**config.mk**
```make
export PLATFORM = sky130hd
export DESIGN_NAME = hni_excl_fail_rsp_q_flat
export DESIGN_NICKNAME = d
export VERILOG_FILES = /design/src/rtl/hni_excl_fail_rsp_q_pkg.sv /design/src/rtl/hni_excl_fail_rsp_q_if.sv /design/src/rtl/hni_excl_fifo_ctl.sv /design/src/rtl/hni_excl_fail_rsp_q.sv /design/src/flat_wrapper.sv
export SDC_FILE = /design/constraint.sdc
export NUM_CORES = 1
export LEC_CHECK = 0
export ABC_AREA = 1
export CAP_MARGIN = 0
export CORE_AREA = 2 2 110 112
export CTS_BUF_LIST = sky130_fd_sc_hd__clkbuf_16
export CTS_CLUSTER_SIZE = 40
export DETAILED_ROUTE_END_ITERATION = 6
export DIE_AREA = 0 0 112 114
export MAX_ROUTING_LAYER = met4
export PLACE_DENSITY = 0.77
export SYNTH_ARGS = -nofsm -noshare
export SYNTH_HDL_FRONTEND = slang
export SYNTH_SLANG_ARGS = --single-unit
```
**constraint.sdc**
```tcl
create_clock -name clk -period 5 [get_ports clk]
set_input_delay 0.5 -clock clk [delete_from_list [all_inputs] [get_ports clk]]
set_output_delay 0.5 -clock clk [all_outputs]
set_load 0.005 [all_outputs]
```
**src/rtl/hni_excl_fail_rsp_q_pkg.sv**
```systemverilog
// Shared types and defaults for the HN-I exclusive-store failure response queue.
// Build option HNI_EXCL_Q_BYPASS_EN is consumed by hni_excl_fail_rsp_q.
package hni_excl_fail_rsp_q_pkg;

  localparam int HNI_EXCL_FAIL_Q_DEPTH = 4;
  localparam int HNI_EXCL_DISCARD_DBID = 0;

  localparam int CHIE_REQ_FLIT_SRCID_WIDTH  = 11;
  localparam int CHIE_REQ_FLIT_TXNID_WIDTH  = 12;
  localparam int CHIE_REQ_FLIT_OPCODE_WIDTH = 7;
  localparam int CHIE_RSP_FLIT_OPCODE_WIDTH = 5;
  localparam int CHIE_RSP_FLIT_DBID_WIDTH   = 12;

  localparam logic [CHIE_RSP_FLIT_OPCODE_WIDTH-1:0] CHIE_COMPDBIDRESP = 5'h05;

  // OK on an exclusive store means the exclusive failed; EXOKAY means it passed.
  typedef enum logic [1:0] {
    RESPERR_OK     = 2'b00,
    RESPERR_EXOKAY = 2'b01,
    RESPERR_DERR   = 2'b10,
    RESPERR_NDERR  = 2'b11
  } resperr_e;

  typedef struct packed {
    logic [3:0]                            qos;
    logic [CHIE_REQ_FLIT_SRCID_WIDTH-1:0]  tgtid;
    logic [CHIE_REQ_FLIT_SRCID_WIDTH-1:0]  srcid;
    logic [CHIE_REQ_FLIT_TXNID_WIDTH-1:0]  txnid;
    logic [CHIE_REQ_FLIT_OPCODE_WIDTH-1:0] opcode;
    logic                                  excl;
  } req_flit_t;

  typedef struct packed {
    logic [CHIE_REQ_FLIT_SRCID_WIDTH-1:0] srcid;
    logic [CHIE_REQ_FLIT_TXNID_WIDTH-1:0] txnid;
  } excl_ent_t;

endpackage

```
**src/rtl/hni_excl_fail_rsp_q_if.sv**
```systemverilog
// Response handshake from the exclusive-fail queue to hni_txrsp.
// master = queue (drives the head), slave = hni_txrsp (drives ready).
interface hni_excl_fail_rsp_q_if;
  import hni_excl_fail_rsp_q_pkg::*;

  logic                                  txrsp_excl_valid;
  logic                                  txrsp_excl_ready;
  logic [CHIE_REQ_FLIT_SRCID_WIDTH-1:0]  txrsp_excl_tgtid;
  logic [CHIE_REQ_FLIT_TXNID_WIDTH-1:0]  txrsp_excl_txnid;
  logic [CHIE_RSP_FLIT_OPCODE_WIDTH-1:0] txrsp_excl_opcode;
  logic [1:0]                            txrsp_excl_resperr;
  logic [CHIE_RSP_FLIT_DBID_WIDTH-1:0]   txrsp_excl_dbid;

  modport master (
    output txrsp_excl_valid, txrsp_excl_tgtid, txrsp_excl_txnid,
           txrsp_excl_opcode, txrsp_excl_resperr, txrsp_excl_dbid,
    input  txrsp_excl_ready
  );

  modport slave (
    input  txrsp_excl_valid, txrsp_excl_tgtid, txrsp_excl_txnid,
           txrsp_excl_opcode, txrsp_excl_resperr, txrsp_excl_dbid,
    output txrsp_excl_ready
  );

endinterface

```
**src/rtl/hni_excl_fifo_ctl.sv**
```systemverilog
// Pointer/count control for the exclusive-fail queue: pointers, occupancy,
// registered almost-full and sticky overflow. Data storage lives in the parent.
module hni_excl_fifo_ctl #(
  parameter  int DEPTH = 4,
  localparam int PTR_W = $clog2(DEPTH),
  localparam int CNT_W = PTR_W + 1
) (
  input  logic             clk,
  input  logic             rst,
  input  logic             push,
  input  logic             pop,
  output logic             push_ok,
  output logic [PTR_W-1:0] wr_ptr,
  output logic [PTR_W-1:0] rd_ptr,
  output logic [CNT_W-1:0] count,
  output logic             afull,
  output logic             ovf
);

  localparam logic [CNT_W-1:0] DEPTH_C = CNT_W'(DEPTH);

  logic [PTR_W-1:0] wr_ptr_q, wr_ptr_d;
  logic [PTR_W-1:0] rd_ptr_q, rd_ptr_d;
  logic [CNT_W-1:0] count_q, count_d;
  logic             afull_q, afull_d;
  logic             ovf_q, ovf_d;

  always_comb begin
    // A full queue still takes a push when the head leaves in the same cycle.
    push_ok  = push && ((count_q < DEPTH_C) || pop);
    wr_ptr_d = push_ok ? wr_ptr_q + PTR_W'(1) : wr_ptr_q;
    rd_ptr_d = pop ? rd_ptr_q + PTR_W'(1) : rd_ptr_q;
    count_d  = count_q + CNT_W'(push_ok) - CNT_W'(pop);
    afull_d  = count_d >= (DEPTH_C - CNT_W'(1));
    ovf_d    = ovf_q || (push && !push_ok);
  end

  always_ff @(posedge clk or posedge rst) begin
    if (rst) begin
      wr_ptr_q <= '0;
      rd_ptr_q <= '0;
      count_q  <= '0;
      afull_q  <= 1'b0;
      ovf_q    <= 1'b0;
    end else begin
      wr_ptr_q <= wr_ptr_d;
      rd_ptr_q <= rd_ptr_d;
      count_q  <= count_d;
      afull_q  <= afull_d;
      ovf_q    <= ovf_d;
    end
  end

  assign wr_ptr = wr_ptr_q;
  assign rd_ptr = rd_ptr_q;
  assign count  = count_q;
  assign afull  = afull_q;
  assign ovf    = ovf_q;

endmodule

```
**src/rtl/hni_excl_fail_rsp_q.sv**
```systemverilog
// Queues failed exclusive stores and presents them to hni_txrsp as CompDBIDResp/OK.
// HNI_EXCL_Q_BYPASS_EN: empty-queue fail is presented in its verdict cycle.
module hni_excl_fail_rsp_q
  import hni_excl_fail_rsp_q_pkg::*;
#(
  parameter int DEPTH        = HNI_EXCL_FAIL_Q_DEPTH,
  parameter int DISCARD_DBID = HNI_EXCL_DISCARD_DBID
) (
  input  logic                  clk,
  input  logic                  rst,
  input  logic                  rxreq_alloc_en_s0,
  input  req_flit_t             rxreq_alloc_flit_s0,
  input  logic                  excl_pass_s1,
  input  logic                  excl_fail_s1,
  hni_excl_fail_rsp_q_if.master txrsp,
  output logic                  excl_q_afull,
  output logic                  excl_q_ovf
);

  localparam int PTR_W = $clog2(DEPTH);
  localparam int CNT_W = PTR_W + 1;

  excl_ent_t        hold_q, hold_d;
  excl_ent_t        mem_q [DEPTH];
  excl_ent_t        mem_d [DEPTH];
  excl_ent_t        head;
  logic [PTR_W-1:0] wr_ptr, rd_ptr;
  logic [CNT_W-1:0] count;
  logic             q_empty, byp, fifo_push, fifo_pop, push_ok;

  // Pass verdicts are answered by hni_mshr; only the flit identity is kept here.
  logic unused_in;
  assign unused_in = ^{excl_pass_s1, rxreq_alloc_flit_s0.qos, rxreq_alloc_flit_s0.tgtid,
                       rxreq_alloc_flit_s0.opcode, rxreq_alloc_flit_s0.excl};

  assign q_empty = (count == '0);

`ifdef HNI_EXCL_Q_BYPASS_EN
  assign byp = q_empty && excl_fail_s1;
`else
  assign byp = 1'b0;
`endif

  assign fifo_push = excl_fail_s1 && !(byp && txrsp.txrsp_excl_ready);
  assign fifo_pop  = !q_empty && txrsp.txrsp_excl_ready;

  hni_excl_fifo_ctl #(.DEPTH(DEPTH)) u_ctl (
    .clk     (clk),
    .rst     (rst),
    .push    (fifo_push),
    .pop     (fifo_pop),
    .push_ok (push_ok),
    .wr_ptr  (wr_ptr),
    .rd_ptr  (rd_ptr),
    .count   (count),
    .afull   (excl_q_afull),
    .ovf     (excl_q_ovf)
  );

  always_comb begin
    hold_d = hold_q;
    if (rxreq_alloc_en_s0) begin
      hold_d.srcid = rxreq_alloc_flit_s0.srcid;
      hold_d.txnid = rxreq_alloc_flit_s0.txnid;
    end
    mem_d = mem_q;
    if (push_ok) mem_d[wr_ptr] = hold_q;
  end

  always_ff @(posedge clk or posedge rst) begin
    if (rst) begin
      hold_q <= '0;
      for (int i = 0; i < DEPTH; i++) mem_q[i] <= '0;
    end else begin
      hold_q <= hold_d;
      mem_q  <= mem_d;
    end
  end

  assign head = byp ? hold_q : mem_q[rd_ptr];

  assign txrsp.txrsp_excl_valid   = !q_empty || byp;
  assign txrsp.txrsp_excl_tgtid   = head.srcid;
  assign txrsp.txrsp_excl_txnid   = head.txnid;
  assign txrsp.txrsp_excl_opcode  = CHIE_COMPDBIDRESP;
  assign txrsp.txrsp_excl_resperr = RESPERR_OK;
  assign txrsp.txrsp_excl_dbid    = CHIE_RSP_FLIT_DBID_WIDTH'(DISCARD_DBID);

endmodule
```
**src/flat_wrapper.sv**
```systemverilog
// flat-port wrapper written by rule: the top's interface ports become plain ports
module hni_excl_fail_rsp_q_flat import hni_excl_fail_rsp_q_pkg::*;
#(
  parameter int DEPTH        = HNI_EXCL_FAIL_Q_DEPTH,
  parameter int DISCARD_DBID = HNI_EXCL_DISCARD_DBID
)
  (clk, rst, rxreq_alloc_en_s0, rxreq_alloc_flit_s0, excl_pass_s1, excl_fail_s1, excl_q_afull, excl_q_ovf, txrsp_txrsp_excl_valid, txrsp_txrsp_excl_tgtid, txrsp_txrsp_excl_txnid, txrsp_txrsp_excl_opcode, txrsp_txrsp_excl_resperr, txrsp_txrsp_excl_dbid, txrsp_txrsp_excl_ready);
  hni_excl_fail_rsp_q_if txrsp_i ();
  input  logic clk;
  input  logic rst;
  input  logic rxreq_alloc_en_s0;
  input  req_flit_t rxreq_alloc_flit_s0;
  input  logic excl_pass_s1;
  input  logic excl_fail_s1;
  output logic excl_q_afull;
  output logic excl_q_ovf;
  output wire logic [$bits(txrsp_i.txrsp_excl_valid)-1:0] txrsp_txrsp_excl_valid;
  output wire logic [$bits(txrsp_i.txrsp_excl_tgtid)-1:0] txrsp_txrsp_excl_tgtid;
  output wire logic [$bits(txrsp_i.txrsp_excl_txnid)-1:0] txrsp_txrsp_excl_txnid;
  output wire logic [$bits(txrsp_i.txrsp_excl_opcode)-1:0] txrsp_txrsp_excl_opcode;
  output wire logic [$bits(txrsp_i.txrsp_excl_resperr)-1:0] txrsp_txrsp_excl_resperr;
  output wire logic [$bits(txrsp_i.txrsp_excl_dbid)-1:0] txrsp_txrsp_excl_dbid;
  input wire logic [$bits(txrsp_i.txrsp_excl_ready)-1:0] txrsp_txrsp_excl_ready;
  assign txrsp_txrsp_excl_valid = txrsp_i.txrsp_excl_valid;
  assign txrsp_txrsp_excl_tgtid = txrsp_i.txrsp_excl_tgtid;
  assign txrsp_txrsp_excl_txnid = txrsp_i.txrsp_excl_txnid;
  assign txrsp_txrsp_excl_opcode = txrsp_i.txrsp_excl_opcode;
  assign txrsp_txrsp_excl_resperr = txrsp_i.txrsp_excl_resperr;
  assign txrsp_txrsp_excl_dbid = txrsp_i.txrsp_excl_dbid;
  assign txrsp_i.txrsp_excl_ready = txrsp_txrsp_excl_ready;
  hni_excl_fail_rsp_q #(.DEPTH(DEPTH), .DISCARD_DBID(DISCARD_DBID)) u_core (.clk(clk), .rst(rst), .rxreq_alloc_en_s0(rxreq_alloc_en_s0), .rxreq_alloc_flit_s0(rxreq_alloc_flit_s0), .excl_pass_s1(excl_pass_s1), .excl_fail_s1(excl_fail_s1), .txrsp(txrsp_i), .excl_q_afull(excl_q_afull), .excl_q_ovf(excl_q_ovf));
endmodule
```
* Word level (Yosys, flattened, before mapping)
Cells that the tools add are included.
Cells by class: reductions and logical operators 9, multiplexer cells 6, bitwise logic cells 2, magnitude comparators 5, add/subtract/negate cells 4
Operators by type and width (number):
- 92-bit bitwise mux | 1
- 23-bit 2-to-1 mux | 3
- 23-bit binary-select mux with 2-bit select | 1
- 23-bit demux with 2-bit select | 1
- 3-bit greater-or-equal comparator, second input constant | 2
- 2-bit inverter with 3-bit output | 2
- 2-bit by 1-bit adder with 2-bit output, second input constant | 2
- 1-bit logical AND | 4
- 3-bit by 1-bit adder with 3-bit output | 1
- 3-bit by 2-bit greater-or-equal comparator with 1-bit output, second input constant | 1
- 3-bit zero test | 1
- 3-bit by 1-bit less-than comparator with 1-bit output, second input constant | 1
- 3-bit less-than comparator, second input constant | 1
- 3-bit by 1-bit subtractor with 3-bit output | 1
- 1-bit zero test | 2
- 1-bit logical OR | 2
Storage, ports and cells: bits of input ports 52, word-level logic and storage cells 41, bits in registers 124

* Longest topological paths before layout
word-level depth 8, depth in mapped cells 11, depth with buffers taken out 11

* Cells and area by module
A second synthesis with hierarchy kept.
Second synthesis, totals: cells, all modules 818, area, all modules 6374.9 µm²
Modules (own cells, without submodules):
- hni_excl_fail_rsp_q | sequential area each 2877.8 µm², cells each 773, instances 1, area each 5950.7 µm²
- hni_excl_fifo_ctl | sequential area each 225.2 µm², cells each 45, instances 1, area each 424.2 µm²

* Least setup slack after synthesis
OpenSTA, ideal clock, no wires.
path kind input to register, start point input port excl_fail_s1, end point register u_core.u_ctl.afull_q (netlist: u_core.u_ctl.afull), stages on the path 9, data required time 4.875 ns, data arrival time 2.008 ns, library setup time 0.125 ns, path slack 2.866 ns, cell sequence buf_4 -> buf_2 -> nand2_1 -> ha_1 -> inv_1 -> ha_1 -> fa_1 -> nand2_1 -> nand3_1
On the way: cells in the longest elaborated chain, start to end 4
RTL lines:
- from (decl) | RTL line flat_wrapper.sv:14 | input logic excl_fail_s1;
- 1-bit logical AND | RTL line hni_excl_fifo_ctl.sv:30 | push_ok = push && ((count_q < DEPTH_C) || pop);
- 3-bit by 1-bit adder with 3-bit output | RTL line hni_excl_fifo_ctl.sv:33 | count_d = count_q + CNT_W'(push_ok) - CNT_W'(pop);
- 3-bit by 1-bit subtractor with 3-bit output | RTL line hni_excl_fifo_ctl.sv:33
- via u_core.u_ctl.count_d[1] | RTL line hni_excl_fifo_ctl.sv:24 | logic [CNT_W-1:0] count_q, count_d;
- 3-bit by 2-bit greater-or-equal comparator with 1-bit output | RTL line hni_excl_fifo_ctl.sv:34 | afull_d = count_d >= (DEPTH_C - CNT_W'(1));
- via u_core.u_ctl.afull_d | RTL line hni_excl_fifo_ctl.sv:25 | logic afull_q, afull_d;
- to (signal assigned) | RTL line hni_excl_fifo_ctl.sv:49 | afull_q <= afull_d;
- to (decl) | RTL line hni_excl_fifo_ctl.sv:25
The timed path passes the listed nets, and every way through them passes these cells. A chain may end at the register's enable or synchronous reset.

* Worst setup path after layout
start point register u_core.u_ctl.rd_ptr_q[0] (netlist: u_core.u_ctl.rd_ptr[0]), end point output port txrsp_txrsp_excl_txnid[10]
On the way: cells in the longest elaborated chain, start to end 4
RTL lines:
- from (decl) | RTL line hni_excl_fifo_ctl.sv:23 | logic [PTR_W-1:0] rd_ptr_q, rd_ptr_d;
- from (signal assigned) | RTL line hni_excl_fifo_ctl.sv:47 | rd_ptr_q <= rd_ptr_d;
- 2-bit inverter with 3-bit output (implied by the code) | RTL line hni_excl_fail_rsp_q.sv:80 | assign head = byp ? hold_q : mem_q[rd_ptr];
- 23-bit binary-select mux with 2-bit select | RTL line hni_excl_fail_rsp_q.sv:80
- 23-bit 2-to-1 mux (implied by the code) (2 in a row) | RTL line hni_excl_fail_rsp_q.sv:80
- to (decl) | RTL line flat_wrapper.sv:19 | output wire logic [$bits(txrsp_i.txrsp_excl_txnid)-1:0] txrsp_txrsp_excl_txnid;
No other way between the ends. The select of a mux whose other input is x is not followed.

==> impl_metrics.env <==
export IMPL_outcome="finished with violations"
export IMPL_violations="design-rule violations"
export IMPL_crit_arrival_ns=2.52
export IMPL_yosysWarnings=0
export IMPL_viasPerCell=5.611
export IMPL_fin_crit_ns=3.021
export IMPL_placedCellCount=889
export IMPL_io_buffers=53
export IMPL_globalRoute_totalOverflow=0
export IMPL_switching_share_pct=38.32
export IMPL_fin_nets=820
export IMPL_layout_commonest_cell="nand2_1"
export IMPL_holdPathEnd="u_core.mem_q[0]"
export IMPL_syn_avg_cell_area_um2=8.313
export IMPL_p_switching_mw=1.739
export IMPL_core_area_um2=11710
export IMPL_root_buffer="clkbuf_16"
export IMPL_cts_tree="yes"
export IMPL_drt_total_wl_mm=14.33
export IMPL_seqPwrFrac_pct=36.5
export IMPL_drt_pass1_iterations=7
export IMPL_yosys_register_bits=124
export IMPL_vias=5168
export IMPL_netlist_area_um2=6102
export IMPL_regArea_um2=3104
export IMPL_cts_buffers=17
export IMPL_ioPinCount=97
export IMPL_place_worst_setup_slack_ns=2.025
export IMPL_drive_gt1_share_pct=9.561
export IMPL_grt_pass1_vias=4871
export IMPL_rsz0062_at_grt="no"
export IMPL_crit_fanout=44
export IMPL_layout_common_cells="272 x nand2_1, 123 x dfrtp_1, 92 x nand4_1"
export IMPL_cts_hold_buf=0
export IMPL_pwr_share_comb_pct=39.2
export IMPL_worst_path_most_repeated_cell="nor2_1"
export IMPL_synthToLayoutAreaGrowth_pct=16.14
export IMPL_die_h_um=114
export IMPL_critical_path_top_delay_family="buffers and inverters"
export IMPL_insertion_delay_ns=0.41
export IMPL_finalWorstSetupSlack_ns=1.979
export IMPL_die_w_um=112
export IMPL_drv_cap=0
export IMPL_grtUsageTotal_pct=24.71
export IMPL_drcViolationCount=1
export IMPL_crit_type="flop to output port"
export IMPL_antennaDiodeCount=0
export IMPL_routedWlPerCell_um=15.56
export IMPL_final_hold_viol_count=0
export IMPL_path_cells="buf_4, nor2_1, nor2_1, o21ai_0, nand2_1, clkdlybuf4s50_1"
export IMPL_rows=40
export IMPL_post_route_period_util_pct=60.42
export IMPL_slowest_stage="dfrtp_2"
export IMPL_leakagePower_nw=3.577
export IMPL_path_buf_inv=2
export IMPL_finClkSkew_ns=0.006520
export IMPL_peakVddDrop_v=0.0003538
export IMPL_slowest_delay_ns=0.70
export IMPL_clk_pin_slew_ns=0.05
export IMPL_power_internal_mw=2.799
export IMPL_cts_setup_buffers=0
export IMPL_hp_start="u_core.mem_q[0]"
export IMPL_gp_congestion=0.7978
export IMPL_tns_ns=0
export IMPL_hold_depth=2
export IMPL_synth_cell_types=19
export IMPL_clock_path_buffers=2
export IMPL_hpwlAfterDp_mm=8.026
export IMPL_tritoncts_num_sinks=124
export IMPL_hold_ws_ns=0.4629
export IMPL_h_tree_depth=4
export IMPL_slew_viol_final=0
export IMPL_dieArea_um2=12770
export IMPL_worstMarginPinSlew_ns=0.8233
export IMPL_start_kind="flop"
export IMPL_drt_iter0_drc=563
export IMPL_grt_antenna_before_repair=0
export IMPL_grt_pass1_wl_mm=24.31
export IMPL_r2r_setup_slack_ns=2.69
export IMPL_multiInputGateArea_um2=2519
export IMPL_worstPathRequired_ns=4.50
export IMPL_power_density_nw_per_um2=640.3
export IMPL_reg2reg_depth=8
export IMPL_post_cts_resized=0
export IMPL_fill_cells=1012
export IMPL_relSlewSlack_pct=45.11
export IMPL_clkPwrFrac_pct=24.2
export IMPL_initial_utilization_pct=52.10
export IMPL_ys_seq_area_share_pct=50.85
export IMPL_grt_max_degree=70
export IMPL_r2r_end="u_core.u_ctl.afull"
export IMPL_antenna_left=0
export IMPL_synth_cells=734
export IMPL_r2r_start="u_core.u_ctl.count[2]"
export IMPL_instances_no_fill=921
export IMPL_worstSetupEndpointType="output port"
export IMPL_setup_viol_count_final=0
export IMPL_hold_path_class="flop to flop"
export IMPL_fmax_mhz=331.0
==> Yosys cell counts <==
| cell | number | area, µm² |
|---|---|---|
| clkbuf_1 | 20 | 75.07 |
| mux2_2 | 23 | 259.0 |
| o21ai_0 | 46 | 230.2 |
| nand3_2 | 4 | 40.04 |
| inv_1 | 34 | 127.6 |
| buf_6 | 1 | 11.26 |
| conb_1 | 2 | 7.510 |
| nand4_1 | 92 | 575.6 |
| buf_4 | 25 | 187.7 |
| buf_2 | 27 | 135.1 |
| fa_1 | 1 | 20.02 |
| ha_1 | 6 | 75.07 |
| nor2_1 | 47 | 176.4 |
| nand2_1 | 272 | 1021 |
| a31o_2 | 1 | 8.760 |
| inv_2 | 2 | 7.510 |
| dfrtp_1 | 124 | 3103 |
| nand3_1 | 6 | 30.03 |
| nand2_4 | 1 | 11.26 |
==> worst max path at each step <==
stage	slack [ns]	cells after the start	to	start
finish	1.98	6	txrsp_txrsp_excl_txnid[10]	u_core.u_ctl.rd_ptr[0]
global route	1.81	6	txrsp_txrsp_excl_txnid[1]	u_core.u_ctl.rd_ptr[0]
CTS	1.98	6	txrsp_txrsp_excl_txnid[10]	u_core.u_ctl.rd_ptr[0]
detailed placement	2.02	10	u_core.u_ctl.afull	txrsp_txrsp_excl_ready
global placement	2.07	10	u_core.u_ctl.afull	txrsp_txrsp_excl_ready
floorplan	1.20	1	u_core.hold_q[0]	rst
==> logic make-up after synthesis <==
logic type	after synthesis	synth area share (%)
flip-flops	124	50.85
multiplexers	23	4.244
buffers and inverters	109	8.919
AND/OR/NAND/NOR	422	30.39
AO/OA/AOI/OAI	47	3.916
adder cells (fa/ha/maj)	7	1.558
other	2	0.1231
==> flip-flops by register name, summed over array words and instances (netlist names) <==
register	count
u_core.u_ctl.afull	1
u_core.u_ctl.wr_ptr	2
u_core.hold_q	23
u_core.mem_q	92
u_core.u_ctl.ovf	1
u_core.u_ctl.count	3
u_core.u_ctl.rd_ptr	2
==> power by group through the flow <==
stage,logic (mW),clock network (mW),registers (mW)
2_1_floorplan,1.19,0,1.57
3_3_place_gp,1.72,0,1.64
3_5_place_dp,1.77,0,1.66
4_1_cts,1.79,1.11,1.65
5_1_grt,2.03,1.16,1.71
6_report,1.78,1.10,1.66
==> final cells by class <==
type	count	share of cell area (%)
Inverter	36	1.942
Timing Repair Buffer	64	8.581
Clock inverter	15	1.536
Multi-Input combinational cell	518	35.54
Sequential cell	124	43.80
Tap cell	147	2.595
Clock buffer	17	6.003
==> metal layers <==
| layer | up-vias | share of wire [%] | track usage, % |
|---|---|---|---|
| li1 | 2431 | - | - |
| met3 | 34 | 7.0 | 3.932 |
| met4 | 0 | 2.0 | 9.919 |
| met1 | 2503 | 41 | 32.04 |
| met5 | - | 0 | - |
| met2 | 200 | 50 | 39.43 |
==> worst reg2reg max path: cells and delay by family (launching register included) <==
kind | cells | cell delay [ns]
adders and majority gates | 3 | 1.03
buffers and inverters | 1 | 0.04
DFF | 1 | 0.44
and+or+nand+nor | 4 | 0.69
==> per-stage QoR <==
| step | power (mW) | utilization, % | instance area, µm² |
|---|---|---|---|
| finish | 4.537 | 60.51 | 7087 |
| global route | 4.891 | 60.51 | 7087 |
| CTS | 4.548 | 60.51 | 7087 |
| detailed placement | 3.436 | 55.95 | 6553 |
| global placement | 3.357 | 55.95 | 6553 |
| floorplan | 2.757 | - | 6166 |
(Power assumes the default switching activity.)
